==> config.mk <==
export PLATFORM = sky130hd
export DESIGN_NAME = key_debounce
export DESIGN_NICKNAME = d
export VERILOG_FILES = /design/src/rtl/key_debounce.sv
export SDC_FILE = /design/constraint.sdc
export NUM_CORES = 1
export LEC_CHECK = 0
export CORE_MARGIN = 2
export CORE_UTILIZATION = 50
export DETAILED_ROUTE_END_ITERATION = 12
export PLACE_DENSITY = 0.72
export SYNTH_ARGS = -nofsm -noshare
export SYNTH_HDL_FRONTEND = slang
export SYNTH_SLANG_ARGS = --single-unit
==> constraint.sdc <==
create_clock -name clk -period 1.6 [get_ports clk]
set_clock_uncertainty 0.2 [all_clocks]
set_input_delay 0.32 -clock clk [delete_from_list [all_inputs] [get_ports clk]]
set_output_delay 0.32 -clock clk [all_outputs]
set_load 0.01 [all_outputs]
==> src/rtl/key_debounce.sv <==
// key_debounce: per-bit synchronized push-button debouncer sampled on de_clk rising edges,
// producing a debounced level plus one-clk press/release pulses.
module key_debounce #(
    parameter int WIDTH  = 5,
    parameter int STABLE = 3
) (
    input  logic             clk,
    input  logic             clr,
    input  logic             de_clk,
    input  logic [WIDTH-1:0] key_in,
    output logic [WIDTH-1:0] key_level,
    output logic [WIDTH-1:0] key_press,
    output logic [WIDTH-1:0] key_release,
    output logic             any_press
);
    localparam logic [1:0] IDLE         = 2'd0;
    localparam logic [1:0] PRESS_WAIT   = 2'd1;
    localparam logic [1:0] PRESSED      = 2'd2;
    localparam logic [1:0] RELEASE_WAIT = 2'd3;
    localparam logic [3:0] LAST         = 4'(STABLE - 1);

    logic [WIDTH-1:0] sync_a, sync_b, press_nx, rel_nx;
    logic             de_q, tick;

    assign tick = de_clk & ~de_q;

    // de_q resets high so a de_clk already high at reset release is not a tick
    always_ff @(posedge clk) begin
        if (clr) begin
            sync_a <= '0;
            sync_b <= '0;
            de_q   <= 1'b1;
        end else begin
            sync_a <= key_in;
            sync_b <= sync_a;
            de_q   <= de_clk;
        end
    end

    genvar i;
    generate
        for (i = 0; i < WIDTH; i++) begin : g_bit
            logic [1:0] st, st_nx;
            logic [3:0] cnt, cnt_nx;
            logic       s, pr, rl;
            assign s           = sync_b[i];
            assign press_nx[i] = pr;
            assign rel_nx[i]   = rl;
            always_comb begin
                st_nx  = st;
                cnt_nx = cnt;
                pr     = 1'b0;
                rl     = 1'b0;
                if (tick) begin
                    case (st)
                        IDLE: if (s) begin
                            st_nx  = PRESS_WAIT;
                            cnt_nx = 4'd1;
                        end
                        PRESS_WAIT: if (!s) begin
                            st_nx  = IDLE;
                            cnt_nx = 4'd0;
                        end else if (cnt == LAST) begin
                            st_nx  = PRESSED;
                            cnt_nx = 4'd0;
                            pr     = 1'b1;
                        end else cnt_nx = cnt + 4'd1;
                        PRESSED: if (!s) begin
                            st_nx  = RELEASE_WAIT;
                            cnt_nx = 4'd1;
                        end
                        default: if (s) begin
                            st_nx  = PRESSED;
                            cnt_nx = 4'd0;
                        end else if (cnt == LAST) begin
                            st_nx  = IDLE;
                            cnt_nx = 4'd0;
                            rl     = 1'b1;
                        end else cnt_nx = cnt + 4'd1;
                    endcase
                end
            end
            always_ff @(posedge clk) begin
                if (clr) begin
                    st  <= IDLE;
                    cnt <= 4'd0;
                end else begin
                    st  <= st_nx;
                    cnt <= cnt_nx;
                end
            end
        end
    endgenerate

    always_ff @(posedge clk) begin
        if (clr) begin
            key_level   <= '0;
            key_press   <= '0;
            key_release <= '0;
            any_press   <= 1'b0;
        end else begin
            key_level   <= (key_level | press_nx) & ~rel_nx;
            key_press   <= press_nx;
            key_release <= rel_nx;
            any_press   <= |press_nx;
        end
    end
endmodule

=== Word level (Yosys, flattened, before mapping) ===
Cells that the tools add are included.

* Mux-type cells: 100
* Bitwise operators: 5
* Add/subtract/negate cells: 5
* Reduce and logical (&&, ||, !) cells: 26
* Equality and inequality tests: 30

{| class="wikitable"
|+ Operator list
! cell !! number
|-
| 4-bit 2-to-1 mux || 25
|-
| 2-bit 2-to-1 mux || 30
|-
| 4-bit case mux with 3 select lines || 5
|-
| 1-bit 2-to-1 mux || 35
|-
| 2-bit case mux with 3 select lines || 5
|-
| 5-bit AND reduction || 5
|-
| 4-bit by 1-bit adder with 4-bit output, second input constant || 5
|-
| 4-bit by 2-bit == test with 1-bit output, second input constant || 5
|-
| 2-bit inequality test, second input constant || 10
|-
| 4-bit nonzero test || 5
|-
| 3-bit inequality test, second input constant || 5
|-
| 3-bit AND reduction || 5
|-
| 3-bit OR reduction || 5
|-
| 2-bit by 1-bit == test with 1-bit output, second input constant || 5
|-
| 2-bit == test, second input constant || 5
|-
| 2-bit logical NOT || 5
|-
| 5-bit bitwise AND || 1
|-
| 5-bit inverter || 1
|-
| 5-bit OR || 1
|-
| 5-bit OR reduction || 1
|-
| 1-bit bitwise AND || 1
|-
| 1-bit inverter || 1
|}

* Output and inout bits: 16
* Input bits: 8
* Word-level logic and storage cells: 183
* Register bits: 57

=== Longest topological paths before layout ===
Gate-level depths: netlist of the first run.

* Depth after elaboration: 7
* Mapped depth: 6
* Gate-level depth less buffers: 6

=== Worst setup path before layout of the first run ===
No wires, ideal clock.

* Path kind: reg2reg
* From: register g_bit[2].st[0]
* To: register g_bit[2].cnt[1]
* Setup slack: -119 ps
* Buffers on the path: 0
* Setup time: 136 ps
* Data required time: 1264 ps
* Cell stages (with the launch flop): 6
* Arrival: 1383 ps
* Period minus slack after synthesis: 1719 ps
* Path through: dfxtp_1 -> inv_1 -> ha_1 -> mux2_4 -> o31ai_1 -> a211oi_1

* Cells in the longest elaborated chain, start to end: 3
* Elaborated cells on any way between the ends: 7
* Those cells by class: 4 x eq/ne; 1 x mux; 2 x reduce/logical

{| class="wikitable"
|+ RTL lines
! element !! RTL line !! source
|-
| from (decl) || 43 || <nowiki>logic [1:0] st, st_nx;</nowiki>
|-
| from (signal assigned) || 88 || <nowiki>st <= st_nx;</nowiki>
|-
| 2-bit == test or 2-bit logical NOT (tied branches) || 55 || <nowiki>case (st)</nowiki>
|-
| 2-bit inequality test (no source line) || -- ||
|-
| 3-bit AND reduction (no source line) || -- ||
|-
| to (signal assigned) || 89 || <nowiki>cnt <= cnt_nx;</nowiki>
|-
| to (decl) || 44 || <nowiki>logic [3:0] cnt, cnt_nx;</nowiki>
|}

Parallel ways exist; a longest one is shown, timed or not.
A chain may end at the register's enable or synchronous reset.

==> flow_metrics.env, run 1 <==
export IMPL_outcome="finished with violations"
export IMPL_failed_checks="negative setup slack"
export IMPL_tns_ns=-1.62
export IMPL_clock_tree_buffer_depth=2
export IMPL_tightest_slew_ns=0.380
export IMPL_p_per_area_nw_per_um2=614
export IMPL_final_cells=518
export IMPL_p_sw_mw=0.748
export IMPL_avgSynthCellArea_um2=10.1
export IMPL_hold_violations=0
export IMPL_cts_max_level=3
export IMPL_comb_power_share_pct=8.4
export IMPL_track_usage_pct=23.7
export IMPL_final_area_um2=5130
export IMPL_clk_latency_ns=0.34
export IMPL_fillCellCount=330
export IMPL_synth_flop_cell="dfxtp_1"
export IMPL_sw_frac_of_total_pct=23.7
export IMPL_synth_distinct_cells=60
export IMPL_antennaDiodeCount=0
export IMPL_max_freq_mhz=570
export IMPL_path_clk_slew_ns=0.07
export IMPL_synth_cells=321
export IMPL_grt_start_max_net_pins=18
export IMPL_clock_root_buffer="clkbuf_8"
export IMPL_die_area_um2=7130
export IMPL_overflow=0
export IMPL_slowest_delay_ns=0.38
export IMPL_critical_path_startpoint_type="register"
export IMPL_p_total_mw=3.15
export IMPL_seq_power_share_pct=45.8
export IMPL_hold_class="input pin to register"
export IMPL_post_dp_cell_area_um2=4140
export IMPL_via_per_inst=5.42
export IMPL_path_class="register to register"
export IMPL_area_growth_pct=58.6
export IMPL_post_place_cells=478
export IMPL_cpMaxStageDelayCell="dfxtp_1"
export IMPL_port_buffers=23
export IMPL_die_w_um=84.5
export IMPL_synth_edf_count=0
export IMPL_ant_nets=0
export IMPL_clkPwrFrac_pct=45.8
export IMPL_leakage_nw=2.05
export IMPL_yosysWarnings=0
export IMPL_hold_start="de_clk"
export IMPL_end_kind="register"
export IMPL_ff2ff_path_depth=5
export IMPL_synthesis_area_um2=3240
export IMPL_drt_iter0_drc=98
export IMPL_required_ns=1.60
export IMPL_fin_crit_ns=1.75
export IMPL_crit_chain="ha_4, nor3b_4, buf_6, o311ai_4, o41ai_1"
export IMPL_dr_pass1_iters=4
export IMPL_wl_per_cell_um=18.1
export IMPL_synth_top_family_by_area="simple AND/OR/NAND/NOR gates"
export IMPL_ir_worst_vdd_uv=546
export IMPL_fin_crit_sh_pct=110
export IMPL_fin_util_pct=81.3
export IMPL_ys_ff_latch=57
export IMPL_antenna_found_initial=0
export IMPL_yosysSeqAreaShare_pct=35.3
export IMPL_io_pins=24
export IMPL_grt_setup_unrepaired="yes"
export IMPL_core_um2=6310
export IMPL_cts_made_buffers=9
export IMPL_drive_gt1_share_pct=57.6
export IMPL_async_flop_share_pct=0
export IMPL_vias=2806
export IMPL_die_y_um=84.5
export IMPL_cts_tree="built"
export IMPL_synth_compound_area_share_pct=14.3
export IMPL_syn_num_nets=364
export IMPL_p_int_mw=2.40
export IMPL_synthMuxAreaShare_pct=4.75
export IMPL_maxCapViolations=0
export IMPL_synth_adder_area_share_pct=13.5
export IMPL_finalWorstSetupSlack_ns=-0.154
export IMPL_r2r_start="g_bit[0].cnt[1]$_SDFFE_PP0P_"
export IMPL_cp_data_arrival_time_ns=1.75
export IMPL_wl_um=9380
export IMPL_path_delay_family="compound AO/OA/AOI/OAI gates"
export IMPL_drc=0
export IMPL_rows=29
export IMPL_relSlewSlack_pct=74.3
export IMPL_grt_pass1_wl_um=13500
export IMPL_layout_nets=479
export IMPL_finalMaxSlewViolations=0
export IMPL_crit_buf_inv=1
export IMPL_grt_pass1_vias=2809
export IMPL_cp_max_fo=4
export IMPL_worstSetupPathDepth=5
export IMPL_synth_xor_area_share_pct=2.71
export IMPL_hold_depth=2
export IMPL_postCtsHoldBufs=0
export IMPL_gp_congestion=0.805
export IMPL_yosys_area_share_simple_pct=23.7
export IMPL_initial_utilization_pct=51.3
export IMPL_cts_sinks=57
export IMPL_startpoint="g_bit[0].cnt[1]$_SDFFE_PP0P_"
export IMPL_hpwl_um=4960
export IMPL_setup_violations=30
flip-flops by register name, summed over array words and instances (netlist names), named ones only:
signal and cells:
key_level 5, key_press 5, g_bit.cnt 20, sync_b 5
key_release 5, g_bit.st 5, any_press 1, sync_a 5
de_q 1
metal layers:
| metal | GRT usage, % | part of all wire [%] | vias up |
|---|---|---|---|
| li1 | - | - | 1346 |
| met1 | 29.7 | 43 | 1380 |
| met2 | 40.0 | 52 | 57 |
| met3 | 5.01 | 2.8 | 23 |
| met4 | 9.38 | 2.7 | 0 |
| met5 | 0 | 0 | - |
cell usage in the layout, fill, tap and decap left out, types with 4 or more instances in the layout:
cell type	Yosys	routed
buf_4	1	82
dfxtp_1	57	35
nor2_1	26	21
ha_4	0	20
dlygate4sd2_1	0	17
dfxtp_2	0	14
nand3_1	14	13
nor2b_1	18	12
clkbuf_8	0	12
ha_1	35	10
inv_2	0	8
nand2_1	9	8
dfxtp_4	0	8
inv_4	0	7
inv_1	22	7
nand2b_1	8	7
nor2b_4	2	7
nor2_4	1	7
buf_6	5	7
o21a_1	6	6
nor3_2	5	6
clkdlybuf4s50_1	0	6
nor3b_4	2	5
mux2i_4	2	5
nor3_1	8	5
mux2_4	5	5
nand3b_1	5	5
a21oi_4	0	5
xnor2_1	5	5
xor2_1	5	5
a211oi_2	0	5
ha_2	0	5
buf_12	0	5
o311ai_4	3	4
o31ai_4	1	4
a31oi_1	4	4
or2_2	4	4
power groups by stage:
stage                     Clock, mW  Sequential [mW]  Combinational, mW
after CTS                      1.45             1.44              0.235
after global placement            0             1.48              0.211
after global routing           1.52             1.44              0.280
after floorplan                   0             1.47              0.136
after detailed placement          0             1.48              0.216
final                          1.44             1.44              0.264
cell usage after synthesis (all sizes together), types with 6 or more instances:
master | number | area, um2
o21a | 6 | 45.0
nand2b | 9 | 63.8
inv | 22 | 82.6
nor2 | 31 | 134
nor2b | 20 | 140
a21oi | 6 | 30.0
ha | 35 | 438
buf | 11 | 97.6
nand2 | 10 | 40.0
a211oi | 8 | 60.1
o21ai | 6 | 30.0
nor3 | 13 | 90.1
nand3 | 15 | 80.1
dfxtp | 57 | 1140
repair_timing:
item	CTS	global route
setup buffers	14	13
pin swaps	40	48
resized for setup	95	60
endpoints found under the setup margin	51	41
stage by stage:
stage / setup WS (ns) / hold slack (ns)
floorplan: -0.0221 / 0.214
global placement: -0.337 / 0.221
detailed placement: -0.386 / 0.230
CTS: -0.0868 / 0.168
global route: -0.247 / 0.195
finish: -0.154 / 0.175
layout make-up:
cell class	count	area, um2	area share (%)
clock buffers	12	165	3.22
clock inverters	4	50.0	0.975
inverters	22	100	1.95
multi-input cells	229	2530	49.3
flip-flops and latches	57	1190	23.2
well taps	77	96.3	1.88
repair buffers	117	1000	19.5
path summary, 6_finish.rpt:
check	to	slack (ns)
max reg2reg	register	-0.15
min reg2reg	sync_b[3]$_SDFF_PP0_	0.24
min	de_q$_SDFF_PP1_	0.18
max	register	-0.15
logic make-up after synthesis:
family / count (synthesis)
AND/OR/NAND/NOR: 122
flip-flops: 57
AO/OA/AOI/OAI: 52
buffers and inverters: 35
adder cells (fa/ha/maj): 35
XOR/XNOR: 10
multiplexers: 10
(Power assumes the default switching activity.)
==> inputs of run 2 (changes only) <==
--- a/config.mk
+++ b/config.mk
@@ -5,10 +5,10 @@
 export SDC_FILE = /design/constraint.sdc
 export NUM_CORES = 1
 export LEC_CHECK = 0
+export CORE_ASPECT_RATIO = 0.7
 export CORE_MARGIN = 2
-export CORE_UTILIZATION = 50
+export CORE_UTILIZATION = 30
 export DETAILED_ROUTE_END_ITERATION = 12
-export PLACE_DENSITY = 0.72
 export SYNTH_ARGS = -nofsm -noshare
 export SYNTH_HDL_FRONTEND = slang
 export SYNTH_SLANG_ARGS = --single-unit
==> run 2 against run 1 <==
  * The flow still finishes with violations (negative setup slack)
  * Count of clock-buffer cells in the layout increased by 1
  * Sequential share of layout area down 0.83 points
  * Maximum frequency grew 0.30%
  * Sequential power about the same
  * Via count decreased by 3.7%
  * Design area rose by 4.2%
  * Power rose by 11%
  * Global-route usage fell by 8.8 points
  * Clock power increased by 24%
  * Worst hold slack improved by 0.033 ns
  * Register-to-register slack is essentially flat
  * Critical path depth up 1
  * Largest cell class unchanged
  * Highest routed layer unchanged
==> flow_metrics.env, run 2 (synthesized netlist as in run 1, its figures left out) <==
export IMPL_wl_um=8600
export IMPL_fillCellCount=907
export IMPL_wl_met2_um=4270
export IMPL_hold_violations=0
export IMPL_tightest_slew_ns=0.366
export IMPL_route_layer_met1_wl_um=4030
export IMPL_clk_latency_ns=0.34
export IMPL_ant_nets=0
export IMPL_grt_start_max_net_pins=20
export IMPL_critical_path_startpoint_type="register"
export IMPL_fin_util_pct=51.3
export IMPL_vias=2702
export IMPL_hpwl_um=5200
export IMPL_antennaDiodeCount=0
export IMPL_slowest_delay_ns=0.39
export IMPL_r2r_slack_ns=-0.15
export IMPL_cts_tree="built"
export IMPL_die_area_um2=11600
export IMPL_via_per_inst=4.68
export IMPL_outcome="finished with violations"
export IMPL_largest_reg_flops=20
export IMPL_port_buffers=23
export IMPL_grt_pass1_wl_um=13400
export IMPL_finalMaxSlewViolations=0
export IMPL_clock_root_buffer="clkbuf_16"
export IMPL_dr_wl_met3_um=264
export IMPL_initial_utilization_pct=31.0
export IMPL_core_um2=10400
export IMPL_dr_pass1_iters=4
export IMPL_required_ns=1.62
export IMPL_fin_crit_ns=1.75
export IMPL_drive_gt1_share_pct=58.4
export IMPL_max_freq_mhz=572
export IMPL_clock_tree_buffer_depth=2
export IMPL_cts_max_level=3
export IMPL_layout_commonest_cell="buf_4"
export IMPL_relSlewSlack_pct=75.6
export IMPL_maxCapViolations=0
export IMPL_die_w_um=128
export IMPL_track_usage_pct=14.9
export IMPL_gp_congestion=0.800
export IMPL_path_class="register to register"
export IMPL_die_y_um=90.9
export IMPL_finalWorstSetupSlack_ns=-0.148
export IMPL_setup_violations=20
export IMPL_end_kind="register"
export IMPL_failed_checks="negative setup slack"
export IMPL_cp_data_arrival_time_ns=1.77
export IMPL_area_growth_pct=65.2
export IMPL_p_per_area_nw_per_um2=654
export IMPL_wl_per_cell_um=14.9
export IMPL_crit_chain="inv_2, ha_4, nor2b_4, o311ai_4, nor3_2, o21a_1"
export IMPL_overflow=0
export IMPL_drc=0
export IMPL_leakage_nw=2.14
export IMPL_hold_class="input pin to register"
export IMPL_top_register="g_bit.cnt"
export IMPL_grt_pass1_vias=2779
export IMPL_ff2ff_path_depth=6
export IMPL_cts_made_buffers=9
export IMPL_cp_max_fo=4
export IMPL_ir_worst_vdd_uv=516
export IMPL_path_clk_slew_ns=0.05
export IMPL_top_layer="met4"
export IMPL_rows=31
export IMPL_final_cells=577
export IMPL_cpMaxStageDelayCell="o311ai_4"
export IMPL_grt_setup_unrepaired="yes"
export IMPL_final_cell_mix="buf_4 (83), dfxtp_1 (35), nor2_1 (20)"
export IMPL_drt_iter0_drc=82
export IMPL_cts_sinks=57
export IMPL_antenna_found_initial=0
export IMPL_io_pins=24
export IMPL_fin_crit_sh_pct=109
export IMPL_layout_nets=486
export IMPL_post_place_cells=529
[run 2: where the power goes]
group	total, mW	switching, mW	internal (mW)	leakage, nW
combinational	0.272	0.129	0.143	1.53
clock	1.78	0.637	1.15	0.134
sequential	1.44	0.0171	1.42	0.475
total	3.50	0.784	2.71	2.14
[run 2: cell type report]
type / instances / area (um2) / share of cell area, %
tap: 132 / 165 / 3.09
multi-input combinational: 230 / 2550 / 47.6
sequential: 57 / 1190 / 22.3
clock buffer: 13 / 270 / 5.05
inverter: 22 / 105 / 1.97
timing repair buffer: 123 / 1070 / 20.0
[run 2: repair_timing]
action / 4_1_cts / 5_1_grt
pin swaps: 47 / 48
cloned: 1 / 0
endpoints found under the setup margin: 53 / 44
hold buffers: 0 / 0
buffers inserted: 18 / 19
resized for setup: 99 / 70
[run 2: critical path, delay by kind of cell (launching register included)]
kind	cells	cell delay, ns
adder cells (fa/ha/maj)	1	0.21
AND/OR/NAND/NOR	2	0.21
buffers and inverters	1	0.10
flip-flops	1	0.35
AO/OA/AOI/OAI	2	0.57
[run 2: stage by stage]
stage | hold slack [ns] | setup WS, ns | TNS, ns | total power, mW | area [um2]
3_3_place_gp | 0.224 | -0.437 | -12.83 | 1.70 | 4190
6_report | 0.208 | -0.148 | -0.954 | 3.50 | 5350
3_5_place_dp | 0.227 | -0.465 | -13.59 | 1.70 | 4190
2_1_floorplan | 0.214 | -0.0221 | -0.0580 | 1.61 | 3340
5_1_grt | 0.225 | -0.190 | -3.29 | 3.62 | 5350
4_1_cts | 0.199 | -0.0999 | -0.732 | 3.52 | 4910
[run 2: metal layers]
layer,up-vias,track usage [%]
li1,1364,-
met1,1305,18.9
met2,29,23.7
met5,-,0
met3,4,5.92
met4,0,3.75
[run 2: worst min-delay path by stage]
stage	from	to	slack [ns]	cells past startpoint
6_report	de_clk	de_q$_SDFF_PP1_	0.21	2
5_1_grt	de_clk	de_q$_SDFF_PP1_	0.22	2
4_1_cts	de_clk	de_q$_SDFF_PP1_	0.20	2
3_5_place_dp	sync_a[3]$_SDFF_PP0_	sync_b[3]$_SDFF_PP0_	0.23	1
3_3_place_gp	sync_a[2]$_SDFF_PP0_	sync_b[2]$_SDFF_PP0_	0.22	1
2_1_floorplan	sync_a[0]$_SDFF_PP0_	sync_b[0]$_SDFF_PP0_	0.21	1
